### config.mk
export PLATFORM = sky130hd
export DESIGN_NAME = lpc_synth
export DESIGN_NICKNAME = d
export VERILOG_FILES = /design/src/rtl/lpc_pkg.sv /design/src/rtl/lpc_excitation_gen.sv /design/src/rtl/lpc_synth.sv
export SDC_FILE = /design/constraint.sdc
export NUM_CORES = 2
export LEC_CHECK = 0
export BUFFER_PORTS_ARGS = -buffer_cell sky130_fd_sc_hd__buf_2
export CAP_MARGIN = 25
export CORE_MARGIN = 3
export CORE_UTILIZATION = 70
export CTS_BUF_LIST = sky130_fd_sc_hd__clkbuf_8
export DETAILED_ROUTE_END_ITERATION = 10
export PLACE_DENSITY = 0.88
export SYNTH_ARGS = -nofsm -noshare
export SYNTH_HDL_FRONTEND = slang
export SYNTH_HIERARCHICAL = 1
export SYNTH_SLANG_ARGS = --single-unit
export TNS_END_PERCENT = 10
### constraint.sdc
create_clock -name clk -period 20 [get_ports clk]
set_clock_uncertainty 0.05 [all_clocks]
set_input_delay 2 -clock clk [delete_from_list [all_inputs] [get_ports clk]]
set_output_delay 2 -clock clk [all_outputs]
set_load 0.1 [all_outputs]
### src/rtl/lpc_pkg.sv
// Shared constants, types and helpers for the LPC synthesis decoder.
// Contents: Q-format constants, FSM state enum, register map, LFSR seed,
//           STATUS register layout, 36-bit -> 16-bit saturation helper.
package lpc_pkg;

  localparam int unsigned DW          = 16;
  localparam int unsigned ACC_W       = 36;
  localparam int unsigned COEF_FRAC   = 12;
  localparam int unsigned ORDER       = 10;
  localparam int unsigned IDX_W       = 4;
  localparam int unsigned PITCH_MIN   = 20;
  localparam int unsigned NOISE_SHIFT = 3;

  localparam logic signed [DW-1:0] ONE_Q12    = 16'sd4096;
  localparam logic        [DW-1:0] REG_GAIN   = 16'd0;
  localparam logic        [DW-1:0] REG_STATUS = 16'd1;
  localparam logic        [DW-1:0] LFSR_SEED  = 16'hACE1;

  typedef enum logic [2:0] {
    ST_IDLE,
    ST_EXCITE,
    ST_MAC,
    ST_SAT,
    ST_DEEMPH,
    ST_OUT
  } state_e;

  typedef struct packed {
    logic [12:0] rsvd;
    logic        overrun;
    logic        busy;
    logic        voiced_active;
  } status_t;

  // Clamp a wide signed value into the 16-bit sample range.
  function automatic logic signed [DW-1:0] sat16(input logic signed [ACC_W-1:0] x);
    if (x > ACC_W'(32767))
      return 16'sh7FFF;
    else if (x < ACC_W'(-32768))
      return 16'sh8000;
    else
      return x[DW-1:0];
  endfunction

endpackage

### src/rtl/lpc_excitation_gen.sv
// Excitation source: pitch-period impulse train (voiced) or LFSR noise (unvoiced).
// Ports: clk, rst (async active-low), step (one pulse per sample),
//        voiced / freq_count (active frame parameters), gain (GAIN register),
//        e (signed excitation, valid the cycle after step).
module lpc_excitation_gen
  import lpc_pkg::*;
(
  input  logic               clk,
  input  logic               rst,
  input  logic               step,
  input  logic               voiced,
  input  logic [DW-1:0]      freq_count,
  input  logic [DW-1:0]      gain,
  output logic signed [DW-1:0] e
);

  logic [DW-1:0]         cnt;
  logic [DW-1:0]         lfsr;
  logic [DW-1:0]         period_c;
  logic                  lfsr_fb_c;
  logic signed [32:0]    noise_prod_c;
  logic signed [DW-1:0]  noise_c;
  logic signed [DW-1:0]  pulse_c;

  // Period clamp, LFSR feedback (taps 16,14,13,11), scaled noise and clamped impulse.
  always_comb begin
    period_c     = (freq_count < DW'(PITCH_MIN)) ? DW'(PITCH_MIN) : freq_count;
    lfsr_fb_c    = lfsr[0] ^ lfsr[2] ^ lfsr[3] ^ lfsr[5];
    noise_prod_c = 33'($signed(lfsr)) * $signed({17'b0, gain});
    noise_c      = DW'(noise_prod_c >>> (15 + NOISE_SHIFT));
    pulse_c      = gain[DW-1] ? 16'sh7FFF : $signed(gain);
  end

  // LFSR advances every sample; an unvoiced sample parks the counter at 0 so
  // the next voiced sample fires an impulse immediately.
  always_ff @(posedge clk or negedge rst) begin
    if (!rst) begin
      cnt  <= '0;
      lfsr <= LFSR_SEED;
      e    <= '0;
    end else if (step) begin
      lfsr <= {lfsr_fb_c, lfsr[DW-1:1]};
      if (voiced) begin
        if (cnt == '0) begin
          e   <= pulse_c;
          cnt <= period_c - DW'(1);
        end else begin
          e   <= '0;
          cnt <= cnt - DW'(1);
        end
      end else begin
        e   <= noise_c;
        cnt <= '0;
      end
    end
  end

endmodule

### src/rtl/lpc_synth.sv
// LPC decoder: excitation generation + 10th-order all-pole synthesis filter.
// One output sample per v strobe; sample latency v->yv is 13 clks.
// Optional build macro LPC_SYNTH_DEEMPH_EN adds a de-emphasis stage
// (d = y + (15*d_prev)>>>4, saturated) and raises latency to 14 clks.
// Ports: clk, rst (async active-low); A1..A10 Q3.12 coefficients, voiced,
//        freq_count, coef_v (frame load); v (sample strobe); y/yv (sample out);
//        Avalon-MM slave address/read/write/writedata/readdata
//        (0 = GAIN rw, 1 = STATUS ro {overrun, busy, voiced_active}).
module lpc_synth
  import lpc_pkg::*;
(
  input  logic                 clk,
  input  logic                 rst,
  input  logic signed [DW-1:0] A1,
  input  logic signed [DW-1:0] A2,
  input  logic signed [DW-1:0] A3,
  input  logic signed [DW-1:0] A4,
  input  logic signed [DW-1:0] A5,
  input  logic signed [DW-1:0] A6,
  input  logic signed [DW-1:0] A7,
  input  logic signed [DW-1:0] A8,
  input  logic signed [DW-1:0] A9,
  input  logic signed [DW-1:0] A10,
  input  logic                 voiced,
  input  logic [DW-1:0]        freq_count,
  input  logic                 coef_v,
  input  logic                 v,
  output logic signed [DW-1:0] y,
  output logic                 yv,
  input  logic [DW-1:0]        address,
  input  logic                 read,
  input  logic                 write,
  input  logic [DW-1:0]        writedata,
  output logic [DW-1:0]        readdata
);

  state_e                  state, state_nx;
  logic [IDX_W-1:0]        mac_idx;
  logic signed [DW-1:0]    a_in   [ORDER];
  logic signed [DW-1:0]    a_pend [ORDER];
  logic signed [DW-1:0]    a_act  [ORDER];
  logic signed [DW-1:0]    hist   [ORDER];
  logic                    pend_voiced, act_voiced;
  logic [DW-1:0]           pend_fc, act_fc;
  logic [DW-1:0]           gain;
  logic                    overrun;
  logic signed [DW-1:0]    e;
  logic signed [ACC_W-1:0] acc;
  logic signed [DW-1:0]    y_syn;

  logic                    start_c, step_c, mac_c, out_c, drop_c, yv_set_c;
  status_t                 status_c;
  logic signed [31:0]      prod_c;
  logic signed [ACC_W-1:0] acc_base_c, acc_nx_c, round_c;
  logic signed [DW-1:0]    sat_val_c, y_out_c;

  assign a_in[0] = A1;
  assign a_in[1] = A2;
  assign a_in[2] = A3;
  assign a_in[3] = A4;
  assign a_in[4] = A5;
  assign a_in[5] = A6;
  assign a_in[6] = A7;
  assign a_in[7] = A8;
  assign a_in[8] = A9;
  assign a_in[9] = A10;

  // State register.
  always_ff @(posedge clk or negedge rst) begin
    if (!rst) state <= ST_IDLE;
    else      state <= state_nx;
  end

  // Next-state logic.
  always_comb begin
    state_nx = state;
    case (state)
      ST_IDLE:   if (v) state_nx = ST_EXCITE;
      ST_EXCITE: state_nx = ST_MAC;
      ST_MAC:    if (mac_idx == IDX_W'(ORDER - 1)) state_nx = ST_SAT;
`ifdef LPC_SYNTH_DEEMPH_EN
      ST_SAT:    state_nx = ST_DEEMPH;
`else
      ST_SAT:    state_nx = ST_OUT;
`endif
      ST_DEEMPH: state_nx = ST_OUT;
      ST_OUT:    state_nx = ST_IDLE;
      default:   state_nx = ST_IDLE;
    endcase
  end

  // Control decodes and STATUS image.
  always_comb begin
    start_c  = 1'b0;
    step_c   = 1'b0;
    mac_c    = 1'b0;
    out_c    = 1'b0;
    drop_c   = 1'b0;
    status_c = '0;
    start_c  = (state == ST_IDLE) && v;
    drop_c   = (state != ST_IDLE) && v;
    step_c   = (state == ST_EXCITE);
    mac_c    = (state == ST_MAC);
    out_c    = (state == ST_OUT);
    status_c.overrun       = overrun;
    status_c.busy          = (state != ST_IDLE);
    status_c.voiced_active = act_voiced;
  end

  lpc_excitation_gen u_exc (
    .clk        (clk),
    .rst        (rst),
    .step       (step_c),
    .voiced     (act_voiced),
    .freq_count (act_fc),
    .gain       (gain),
    .e          (e)
  );

  // MAC datapath: first tap seeds the accumulator with the scaled excitation.
  always_comb begin
    prod_c     = 32'(a_act[mac_idx]) * 32'(hist[mac_idx]);
    acc_base_c = (mac_idx == '0) ? (ACC_W'(e) <<< COEF_FRAC) : acc;
    acc_nx_c   = acc_base_c - ACC_W'(prod_c);
    round_c    = (acc + ACC_W'(ONE_Q12 >>> 1)) >>> COEF_FRAC;
    sat_val_c  = sat16(round_c);
  end

`ifdef LPC_SYNTH_DEEMPH_EN
  logic signed [DW-1:0]    d_prev;
  logic signed [ACC_W-1:0] deemph_sum_c;

  always_comb begin
    deemph_sum_c = ACC_W'(y_syn) + ((ACC_W'(d_prev) * ACC_W'(15)) >>> 4);
    y_out_c      = sat16(deemph_sum_c);
    yv_set_c     = (state == ST_DEEMPH);
  end

  // De-emphasis memory.
  always_ff @(posedge clk or negedge rst) begin
    if (!rst)          d_prev <= '0;
    else if (yv_set_c) d_prev <= y_out_c;
  end
`else
  always_comb begin
    y_out_c  = sat_val_c;
    yv_set_c = (state == ST_SAT);
  end
`endif

  // Frame parameters: PENDING on coef_v, ACTIVE only when a sample starts.
  always_ff @(posedge clk or negedge rst) begin
    if (!rst) begin
      for (int k = 0; k < ORDER; k++) begin
        a_pend[k] <= '0;
        a_act[k]  <= '0;
      end
      pend_voiced <= 1'b0;
      act_voiced  <= 1'b0;
      pend_fc     <= '0;
      act_fc      <= '0;
    end else begin
      if (coef_v) begin
        for (int k = 0; k < ORDER; k++) a_pend[k] <= a_in[k];
        pend_voiced <= voiced;
        pend_fc     <= freq_count;
      end
      if (start_c) begin
        for (int k = 0; k < ORDER; k++) a_act[k] <= a_pend[k];
        act_voiced <= pend_voiced;
        act_fc     <= pend_fc;
      end
    end
  end

  // Accumulator, tap index, raw synthesis sample and output history.
  always_ff @(posedge clk or negedge rst) begin
    if (!rst) begin
      mac_idx <= '0;
      acc     <= '0;
      y_syn   <= '0;
      for (int k = 0; k < ORDER; k++) hist[k] <= '0;
    end else begin
      if (step_c)     mac_idx <= '0;
      else if (mac_c) mac_idx <= mac_idx + IDX_W'(1);
      if (mac_c) acc <= acc_nx_c;
      if (state == ST_SAT) y_syn <= sat_val_c;
      if (out_c) begin
        hist[0] <= y_syn;
        for (int k = 1; k < ORDER; k++) hist[k] <= hist[k-1];
      end
    end
  end

  // Sample output.
  always_ff @(posedge clk or negedge rst) begin
    if (!rst) begin
      y  <= '0;
      yv <= 1'b0;
    end else begin
      yv <= yv_set_c;
      if (yv_set_c) y <= y_out_c;
    end
  end

  // Register slave; a new overrun takes priority over the read-clear.
  always_ff @(posedge clk or negedge rst) begin
    if (!rst) begin
      gain     <= '0;
      overrun  <= 1'b0;
      readdata <= '0;
    end else begin
      if (write && (address == REG_GAIN)) gain <= writedata;
      if (drop_c)
        overrun <= 1'b1;
      else if (read && (address == REG_STATUS))
        overrun <= 1'b0;
      if (read) begin
        case (address)
          REG_GAIN:   readdata <= gain;
          REG_STATUS: readdata <= status_c;
          default:    readdata <= '0;
        endcase
      end
    end
  end

endmodule

==> flow_summary.json <==
{
  "violations": "design-rule violations",
  "cts_resized": 0,
  "num-nets-final": 5485,
  "hp-class": "register to register",
  "min_period_ns": 9.310,
  "grt_pass1_vias": 38280,
  "cp_top_family": "adder cells",
  "slew_headroom": 0.2588,
  "tightest_slew_ns": 1.103,
  "place_congestion": 0.9463,
  "post_synth.cell_area_avg_sq_um": 11.26,
  "ctsHtreeMaxLevel": 3,
  "drt_iter0_markers": 3542,
  "grt_overflow": 0,
  "die_w_um": 270.3,
  "synth.top_cell.area_share": 0.3312,
  "slowest_stage": "buf_4",
  "path_buf_inv": 6,
  "post_cts_buffers": 0,
  "clk_pin_slew_worst_paths_ns": 0.07,
  "critPathKind": "register to register",
  "grt_pass1_wl_mm": 209.1,
  "cts_hold_buf": 0,
  "ys_seq_area_frac": 0.3355,
  "fin_tns_setup_ns": 0,
  "cts_sinks": 655,
  "syn_inst": 4343,
  "required_ns": 20.52,
  "vias": 34810,
  "synth_largest_area_cell": "dfrtp_1",
  "grtUsageTotal": 0.3665,
  "root_buffer": "clkbuf_8",
  "synth-edff-count": 0,
  "critPathLaunchType": "register",
  "cts_tree": "done",
  "ios": 248,
  "status": "finished, violations left",
  "ys_warn_count": 6,
  "hpwl_mm": 91.69,
  "clock_latency_ns": 0.75,
  "syn_area_sq_um": 48890,
  "dieHeight_um": 270.3,
  "antenna_found_initial": 18,
  "portBuffers": 247,
  "initial_core_util": 0.7091,
  "wire_per_inst_um": 23.65,
  "syn_nets": 5293,
  "synth-async-reset-ratio": 1.000,
  "core_sq_um": 68950,
  "synth-seq-cells": 655,
  "cts_max_path_buffers": 3,
  "worst_path_largest_cell_delay_ns": 0.80,
  "end_kind": "register",
  "synthTopCellsByArea": "dfrtp_1 33%, fa_1 21%, mux2_2 13%",
  "cts_buffers": 100,
  "cp.arrival_ns": 9.83,
  "syn2layout_area_growth_pct": 8.919,
  "clock.fmax_mhz": 107.4,
  "drc": 2,
  "viasPerCell": 6.261,
  "grt_max_degree": 124,
  "setup_viol": 0,
  "die-area_sq_um": 73050,
  "firstDrtPassIters": 11,
  "ys_types": 89,
  "max_cap_violations": 0,
  "drive_above_1_share": 0.2477,
  "drv_slew": 0,
  "hold_viol": 0,
  "routed_wl_mm": 131.5,
  "layout_worst_path_cycle_share": 0.4655,
  "num_rows": 96,
  "rsz0062_at_grt": "false",
  "crit_fanout": 50,
  "postRouteAntennaNets": 0,
  "synth_flop_cell": "dfrtp_1"
}
[worst reg2reg max path, cell delays in order (launching register included)]
cell and delay (ns):
dfrtp_4 0.66, buf_4 0.80, mux4_2 0.69, mux2i_1 0.52
o22a_1 0.47, nor2_1 0.15, fa_1 0.58, inv_1 0.07
fa_1 0.54, inv_1 0.04, ha_1 0.16, inv_1 0.07
fa_1 0.45, fa_1 0.55, inv_1 0.05, fa_1 0.48
inv_1 0.05, ha_1 0.38, a21oi_1 0.15, o21ai_0 0.15
a221o_1 0.37, a21o_1 0.23, a211oi_1 0.57, o31ai_1 0.24
a211o_1 0.30, a21oi_1 0.17, xor2_1 0.15, o21ai_0 0.08
[layer usage]
metal,part of all wire,track usage
met3,0.087,0.08102
met5,0.00024,0
met1,0.35,0.4500
met2,0.48,0.5928
met4,0.075,0.2355
[worst paths after layout]
kind / startpoint / to / slack (ns) / cells past startpoint
max in group asynchronous: rst / act_fc[10]$_DFFE_PN0P_ / 16.43 / 4
hold reg to reg: acc[9]$_DFFE_PN0N_ / acc[9]$_DFFE_PN0N_ / 0.44 / 2
setup reg to reg: mac_idx[0]$_DFFE_PN0P_ / acc[34]$_DFFE_PN0N_ / 10.69 / 27
hold / removal: acc[9]$_DFFE_PN0N_ / acc[9]$_DFFE_PN0N_ / 0.44 / 2
min in group asynchronous: rst / hist[134]$_DFFE_PN0N_ / 1.28 / 1
setup / recovery: mac_idx[0]$_DFFE_PN0P_ / acc[34]$_DFFE_PN0N_ / 10.69 / 27
[cell usage after synthesis, drive strengths merged (12+ instances only)]
library cell / number
nand3: 31
o21ai: 128
mux2: 567
mux4: 62
and2: 131
o22a: 25
nand2: 354
a31oi: 16
or2: 15
xor2: 25
xnor2: 47
and3: 16
o21bai: 12
nor2: 217
nor2b: 15
mux2i: 71
clkbuf: 175
ha: 219
a21o: 36
nor3: 20
a21oi: 79
o21a: 21
nand2b: 28
fa: 516
nand4: 19
buf: 28
o22ai: 25
dfrtp: 647
o211ai: 23
inv: 656
[layout make-up]
| class | instances | area [sq um] |
|---|---|---|
| diodes | 18 | 45.04 |
| clock buffers | 134 | 1844 |
| clock inverters | 43 | 370.4 |
| fillers | 3868 | 15700 |
| inverters | 658 | 2470 |
| multi-input cells | 2827 | 29220 |
| flip-flops and latches | 655 | 16410 |
| well taps | 931 | 1165 |
| repair buffers | 293 | 1725 |
[cell families after synthesis]
logic type	synth area share
simple gates	0.08566
buf+inv	0.06706
fa+ha+maj	0.2674
mux	0.1737
flops	0.3355
compound gates	0.05784
xor+xnor	0.01290
[stage by stage]
stage | setup WS (ns) | std cells | instance area, sq um | utilization | hold WS, ns
after floorplan | 11.64 | 4343 | 48890 | - | 0.3902
after global placement | 11.02 | 5355 | 50790 | 0.7367 | 0.4073
after detailed placement | 10.74 | 5356 | 50820 | 0.7371 | 0.4131
after CTS | 10.67 | 5533 | 53030 | 0.7692 | 0.4416
after global routing | 10.25 | 5559 | 53250 | 0.7723 | 0.4694
final | 10.69 | 5559 | 53250 | 0.7723 | 0.4413
[cells in the final DEF (no fill, tap or decap), types with 16 or more instances in the layout]
cell type	count
mux2_2	567
o21a_1	21
inv_1	674
nand2b_1	28
buf_4	39
o22ai_1	25
a31oi_1	16
xnor2_1	47
nor2_1	216
mux2i_1	71
a21oi_1	79
mux4_2	62
buf_2	245
nand4_1	19
and2_1	129
dfrtp_1	644
fa_1	516
nand3_1	29
nand2_1	354
a21o_1	35
diode_2	18
nor3_1	17
o211ai_1	23
ha_1	219
xor2_1	25
o22a_1	25
clkbuf_8	134
o21ai_0	124
[sequential cells by signal (all words and copies together) (netlist names), 16 cells and up]
signal      cells
a_act         160
y              16
gain           16
hist          160
acc            36
u_exc/cnt      16
act_fc         16
readdata       16
a_pend        160
u_exc/lfsr     16
pend_fc        16
u_exc/e        16
Power is left out: the tool's default activity adds up to more than one toggle a clock period on the data nets, which glitch-free logic cannot reach.
